===== src/rtl/vga_pkg.sv =====
// Shared constants and types for the VGA framebuffer reader.
// Default raster geometry and the colour-select encoding used by the output stage.
package vga_pkg;

  localparam int RGB_WIDTH = 10;
  localparam int H_SIZE    = 10;
  localparam int V_SIZE    = 10;

  typedef struct packed {
    logic [RGB_WIDTH-1:0] r;
    logic [RGB_WIDTH-1:0] g;
    logic [RGB_WIDTH-1:0] b;
  } rgb_t;

  typedef enum logic [1:0] {
    SEL_BLANK,
    SEL_BORDER,
    SEL_FG,
    SEL_BG
  } color_sel_e;

endpackage


===== src/rtl/vga_delay_line.sv =====
// Fixed-depth shift register with asynchronous clear.
// Used to keep raster sideband aligned with RAM read data.
module vga_delay_line #(
  parameter int WIDTH = 1,
  parameter int DEPTH = 1
) (
  input  logic             clk,
  input  logic             rst_n,
  input  logic [WIDTH-1:0] din,
  output logic [WIDTH-1:0] dout
);

  logic [WIDTH-1:0] stage_q [DEPTH];
  logic [WIDTH-1:0] stage_d [DEPTH];

  always_comb begin
    stage_d[0] = din;
    for (int i = 1; i < DEPTH; i++) begin
      stage_d[i] = stage_q[i-1];
    end
  end

  for (genvar gi = 0; gi < DEPTH; gi++) begin : g_stage
    always_ff @(posedge clk or negedge rst_n) begin
      if (!rst_n) begin
        stage_q[gi] <= '0;
      end else begin
        stage_q[gi] <= stage_d[gi];
      end
    end
  end

  assign dout = stage_q[DEPTH-1];

endmodule


===== src/rtl/vga_fb_reader.sv =====
// Overlays a packed monochrome framebuffer window on the VGA raster, issuing
// one RAM read per word and colouring pixels RAM_LAT+1 cycles after the raster.
module vga_fb_reader
  import vga_pkg::*;
#(
  parameter int RGB_WIDTH = vga_pkg::RGB_WIDTH,
  parameter int H_SIZE    = vga_pkg::H_SIZE,
  parameter int V_SIZE    = vga_pkg::V_SIZE,
  parameter int FB_W      = 512,
  parameter int FB_H      = 256,
  parameter int X_OFF     = 64,
  parameter int Y_OFF     = 112,
  parameter int WORD_W    = 16,
  parameter int RAM_LAT   = 1,
  parameter int ADDR_W    = 13
) (
  input  logic                   clk,
  input  logic                   rst_n,
  input  logic                   display_on,
  input  logic                   vga_hsync,
  input  logic                   vga_vsync,
  input  logic [H_SIZE-1:0]      x_addr,
  input  logic [V_SIZE-1:0]      y_addr,
  input  logic                   cfg_invert,
  input  logic [3*RGB_WIDTH-1:0] fg_color,
  input  logic [3*RGB_WIDTH-1:0] bg_color,
  input  logic [3*RGB_WIDTH-1:0] border_color,
  output logic                   hsync,
  output logic                   vsync,
  output logic [RGB_WIDTH-1:0]   r,
  output logic [RGB_WIDTH-1:0]   g,
  output logic [RGB_WIDTH-1:0]   b,
  output logic                   frame_done,
  output logic                   ram_rd,
  output logic [ADDR_W-1:0]      ram_addr,
  input  logic [WORD_W-1:0]      ram_rdata
);

  localparam int PIX_W = $clog2(FB_W * FB_H);
  localparam int BIT_W = (WORD_W > 1) ? $clog2(WORD_W) : 1;
  localparam logic [H_SIZE:0] X_BEG = (H_SIZE+1)'(X_OFF);
  localparam logic [H_SIZE:0] X_END = (H_SIZE+1)'(X_OFF + FB_W);
  localparam logic [V_SIZE:0] Y_BEG = (V_SIZE+1)'(Y_OFF);
  localparam logic [V_SIZE:0] Y_END = (V_SIZE+1)'(Y_OFF + FB_H);

  typedef struct packed {
    logic             hsync;
    logic             vsync;
    logic             disp;
    logic             in_win;
    logic [BIT_W-1:0] bit_idx;
    logic             rd;
    logic             last;
  } sb_t;

  logic [H_SIZE-1:0] wx;
  logic [V_SIZE-1:0] wy;
  logic              in_win;
  logic [PIX_W-1:0]  pix;
  logic [BIT_W-1:0]  bit_idx;
  logic              last_pix;
  sb_t               sb_in;
  sb_t               sb_out;

  assign wx = x_addr - H_SIZE'(X_OFF);
  assign wy = y_addr - V_SIZE'(Y_OFF);
  assign in_win = ({1'b0, x_addr} >= X_BEG) && ({1'b0, x_addr} < X_END) &&
                  ({1'b0, y_addr} >= Y_BEG) && ({1'b0, y_addr} < Y_END);
  assign pix      = PIX_W'(wy) * PIX_W'(FB_W) + PIX_W'(wx);
  assign bit_idx  = pix[BIT_W-1:0];
  assign last_pix = in_win && (wx == H_SIZE'(FB_W - 1)) && (wy == V_SIZE'(FB_H - 1));

  // Reads ignore display_on so the word buffer stays in step with the raster.
  assign ram_rd   = in_win && (bit_idx == '0);
  assign ram_addr = ram_rd ? ADDR_W'(pix >> BIT_W) : '0;

  assign sb_in = '{hsync:   vga_hsync,
                   vsync:   vga_vsync,
                   disp:    display_on,
                   in_win:  in_win,
                   bit_idx: bit_idx,
                   rd:      ram_rd,
                   last:    last_pix};

  vga_delay_line #(
    .WIDTH($bits(sb_t)),
    .DEPTH(RAM_LAT)
  ) u_delay (
    .clk  (clk),
    .rst_n(rst_n),
    .din  (sb_in),
    .dout (sb_out)
  );

  logic [WORD_W-1:0]      word_reg_q, word_reg_d;
  logic [WORD_W-1:0]      cur_word;
  logic                   pix_bit;
  color_sel_e             sel;
  logic [3*RGB_WIDTH-1:0] eff_fg, eff_bg;
  logic [3*RGB_WIDTH-1:0] rgb_q, rgb_d;
  logic                   hsync_q, hsync_d;
  logic                   vsync_q, vsync_d;
  logic                   frame_done_q, frame_done_d;

  always_comb begin
    cur_word   = sb_out.rd ? ram_rdata : word_reg_q;
    word_reg_d = cur_word;
    pix_bit    = cur_word[sb_out.bit_idx];

    eff_fg = cfg_invert ? bg_color : fg_color;
    eff_bg = cfg_invert ? fg_color : bg_color;

    if (!sb_out.disp)        sel = SEL_BLANK;
    else if (!sb_out.in_win) sel = SEL_BORDER;
    else if (pix_bit)        sel = SEL_FG;
    else                     sel = SEL_BG;

    case (sel)
      SEL_BORDER: rgb_d = border_color;
      SEL_FG:     rgb_d = eff_fg;
      SEL_BG:     rgb_d = eff_bg;
      default:    rgb_d = '0;
    endcase

    hsync_d      = sb_out.hsync;
    vsync_d      = sb_out.vsync;
    frame_done_d = sb_out.last;
  end

  always_ff @(posedge clk or negedge rst_n) begin
    if (!rst_n) begin
      word_reg_q   <= '0;
      rgb_q        <= '0;
      hsync_q      <= 1'b0;
      vsync_q      <= 1'b0;
      frame_done_q <= 1'b0;
    end else begin
      word_reg_q   <= word_reg_d;
      rgb_q        <= rgb_d;
      hsync_q      <= hsync_d;
      vsync_q      <= vsync_d;
      frame_done_q <= frame_done_d;
    end
  end

  assign r          = rgb_q[3*RGB_WIDTH-1 -: RGB_WIDTH];
  assign g          = rgb_q[2*RGB_WIDTH-1 -: RGB_WIDTH];
  assign b          = rgb_q[RGB_WIDTH-1:0];
  assign hsync      = hsync_q;
  assign vsync      = vsync_q;
  assign frame_done = frame_done_q;

endmodule


===== config.mk =====
export PLATFORM = sky130hd
export DESIGN_NAME = vga_fb_reader
export DESIGN_NICKNAME = d
export VERILOG_FILES = /design/src/rtl/vga_pkg.sv /design/src/rtl/vga_delay_line.sv /design/src/rtl/vga_fb_reader.sv
export SDC_FILE = /design/constraint.sdc
export NUM_CORES = 1
export LEC_CHECK = 0
export ABC_CLOCK_PERIOD_IN_PS = 4100
export BUFFER_PORTS_ARGS = -buffer_cell sky130_fd_sc_hd__buf_2
export CELL_PAD_IN_SITES_DETAIL_PLACEMENT = 1
export CELL_PAD_IN_SITES_GLOBAL_PLACEMENT = 1
export CORE_AREA = 2 2 133 109
export DETAILED_ROUTE_END_ITERATION = 10
export DIE_AREA = 0 0 135 111
export GPL_TIMING_DRIVEN = 0
export PLACE_DENSITY = 0.72
export SLEW_MARGIN = 15
export SYNTH_ARGS = -nofsm -noshare
export SYNTH_HDL_FRONTEND = slang
export SYNTH_SLANG_ARGS = --single-unit
export TNS_END_PERCENT = 1

===== constraint.sdc =====
create_clock -name clk -period 4.1 [get_ports clk]
set_input_delay 0.615 -clock clk [delete_from_list [all_inputs] [get_ports clk]]
set_output_delay 0.615 -clock clk [all_outputs]
set_load 0.02 [all_outputs]

==> results by group <==
Status
  • Status: completed

Route
  • Drt pass-1 iters: 7
  • Routed Antenna Nets: 0
  • DRT iter0 DRCs: 178
  • Routed WL: 15,100 um
  • Via density: 5.20
  • DRC viols: 0
  • Via count: 4,101
  • Wire per inst: 19.2 um

Floorplan
  • Starting density of the core: 29.0%
  • Chip width: 135 um
  • Die extent in y: 111 um
  • IO Pins: 179
  • Die area: 15,000 sq um
  • Core area: 13,900 sq um
  • Core Rows: 39

Hold path
  • Worst Hold Class: primary input to asynchronous set/reset pin

Yosys
  • Post-synthesis cell type count: 46
  • Syn avg cell area: 9.84 sq um
  • Cell taking the most area after synthesis: dfrtp_1
  • Top_reg_cell synth: dfrtp_1
  • Gate Count Post-Synth: 409
  • Area share of the largest cell type after synthesis: 36.7%
  • EDFF count, synth: 0
  • Yosys Warn Count: 0
  • Syn Nets: 548
  • Area contributors post-synth: dfrtp_1 (37%), nor2_1 (12%), o211ai_2 (9.0%), o2111a_1 (8.1%), o22ai_1 (4.5%)
  • FF+latch count, synth: 59
  • Async SR Flop Fraction: 100%
  • Post-Syn Area: 4030 sq um
  • Sequential-to-total area share from yosys stat: 36.7%

STA
  • Tcrit/Tclk final: 74.3%
  • Slew @ Worst Pin: 0.626 ns
  • Fmax: 328 MHz
  • Fin crit period: 3.05 ns
  • Final setup fails: 0
  • Final Hold Slack: 0.196 ns
  • Final Skew: 0.00764 ns
  • Unrepaired setup endpoints after global routing: no
  • Setup tns final: 0 ns
  • Final Hold Vio Count: 0
  • Max-slew headroom: 58.3%
  • Max Slew Vio Count: 0
  • Final setup margin: 1.05 ns

Worst setup path
  • Arr. time, crit path: 2.43 ns
  • CP endpoint kind: output pin
  • CP required: 3.48 ns
  • Setup CP Type: primary input to output pin
  • Critical Path Fanout Max: 10
  • Crit start category: primary input

Global route
  • Antenna violations before repair: 0
  • Total gr overflow: 0
  • Largest net degree at the start of global routing: 38
  • GRT Util Overall: 20.4%
  • Vias in the first global route: 4,465
  • First-pass GRT wire length: 23,900 um

Final layout
  • Final net count: 738
  • Fill count: 1,687
  • Inserted Diodes: 0
  • Register area: 1480 sq um
  • Final Cell Area: 5460 sq um
  • Final core occ: 39.4%
  • Area delta synth->final: 35.6%
  • Area taken by multi-input logic gates: 2310 sq um
  • Layout cells sized above 1: 45.4%

CTS
  • Root buffer selected by CTS: clkbuf_16
  • CTS resizes: 0
  • CTS tree: done
  • Post-CTS Hold Buffers: 0
  • CTS buffer count: 9
  • CTS clk-pin slew, worst paths: 0.05 ns
  • Clock insertion delay at the later pin of the skew report: 0.34 ns
  • Post-CTS setup buffer count: 0
  • CTS sink cnt: 59
  • H-tree depth: 3
  • Clk buf depth: 2

Placement
  • Placed Area: 5170 sq um
  • Placement Setup Slack: 1.02 ns
  • Buffers added on ports: 178
  • Placer Congestion: 0.813
  • Dpl hpwl: 11,500 um

Power
  • Power per cell area: 337 nW/um^2
  • Worst vdd ir: 176 uV
  • Static leakage: 2.60 nW

Flow run
  • Max Cap Viol: 0
-- state kept, by name (all words and copies together), names as in the netlist --
name and cells:
u_delay.dout 10, rgb_q 30, hsync 1, vsync 1, frame_done 1, word_reg_q 16
-- synth_stat cells, types with 2 or more instances --
library cell,n
or3b_2,2
nor3_1,2
inv_1,5
nor2b_1,2
nor2_1,129
mux2_2,16
o22ai_1,29
buf_2,5
mux2i_1,6
o2111a_1,29
xnor2_1,6
nand2_1,4
mux4_2,5
nand3b_1,2
buf_6,10
nand2b_1,3
nand4_1,5
clkbuf_1,19
ha_1,7
nor4_1,2
and3_1,4
dfrtp_1,59
o211ai_2,29
nand3_1,3
xor2_1,5
-- through the flow --
step	instances	total power, W
floorplan	409	0.000919
global placement	771	0.00110
detailed placement	772	0.00112
CTS	788	0.00187
global route	788	0.00192
finish	788	0.00184
-- power breakdown --
part           leakage [nW]  switching, W  internal (W)  total, W
logic                  1.70      0.000260      0.000187  0.000448
registers             0.757     0.0000223      0.000636  0.000659
clock network         0.138      0.000290      0.000442  0.000733
-- placed cells by master, fill, tap and decap left out, drive strengths merged, types with 5 or more instances in the layout --
cell and instances:
o211ai 29, clkbuf 30, nand2 5, mux2i 6
ha 7, inv 6, buf 195, xnor2 6
nor2 129, xor2 5, dfrtp 59, mux2 17
o2111a 29, o22ai 29, nand4 5, mux4 6
-- layer usage --
layer | GRT usage, % | vias to the layer above | wire [um] | part of all wire [%]
met5 | 0 | - | 0 | 0
met4 | 6.67 | 0 | 184 | 1.2
met3 | 4.62 | 15 | 1110 | 7.3
met2 | 34.5 | 166 | 7330 | 48
met1 | 25.8 | 2025 | 6500 | 43
li1 | - | 1895 | - | -
-- cells by family after synthesis --
kind of cell	synth area share (%)
buffers and inverters	5.84
multiplexers	9.79
XOR/XNOR	2.39
flip-flops	36.7
adder cells (fa/ha/maj)	2.18
AO/OA/AOI/OAI	25.4
AND/OR/NAND/NOR	17.7
-- worst max-delay path, stage by stage --
cell and delay [ns]:
buf_2 0.13, nor4_4 0.40, a311oi_1 0.20, a2111oi_4 0.52
nand2_2 0.24, nor2_1 0.15, buf_2 0.17
-- cell type report --
type / count / share of cell area, %
clock inverters: 5 / 0.688
flip-flops and latches: 59 / 27.0
clock buffers: 11 / 4.63
multi-input cells: 309 / 42.4
repair buffers: 179 / 16.7
well taps: 184 / 4.22
inverters: 6 / 0.413
plain buffers: 35 / 3.90
-- path summary, 6_finish.rpt --
kind | to | cells past startpoint | slack, ns | startpoint
max | ram_addr[11] | 7 | 1.05 | x_addr[1]
min | rgb_q[12] | 1 | 0.20 | rst_n
max reg2reg | rgb_q[8] | 7 | 1.83 | u_delay.dout[6]
min reg2reg | vsync | 0 | 0.35 | u_delay.dout[8]
max in group asynchronous | word_reg_q[0] | 2 | 3.38 | rst_n
min in group clk | vsync | 0 | 0.35 | u_delay.dout[8]
Power figures use the tool's default switching activity.
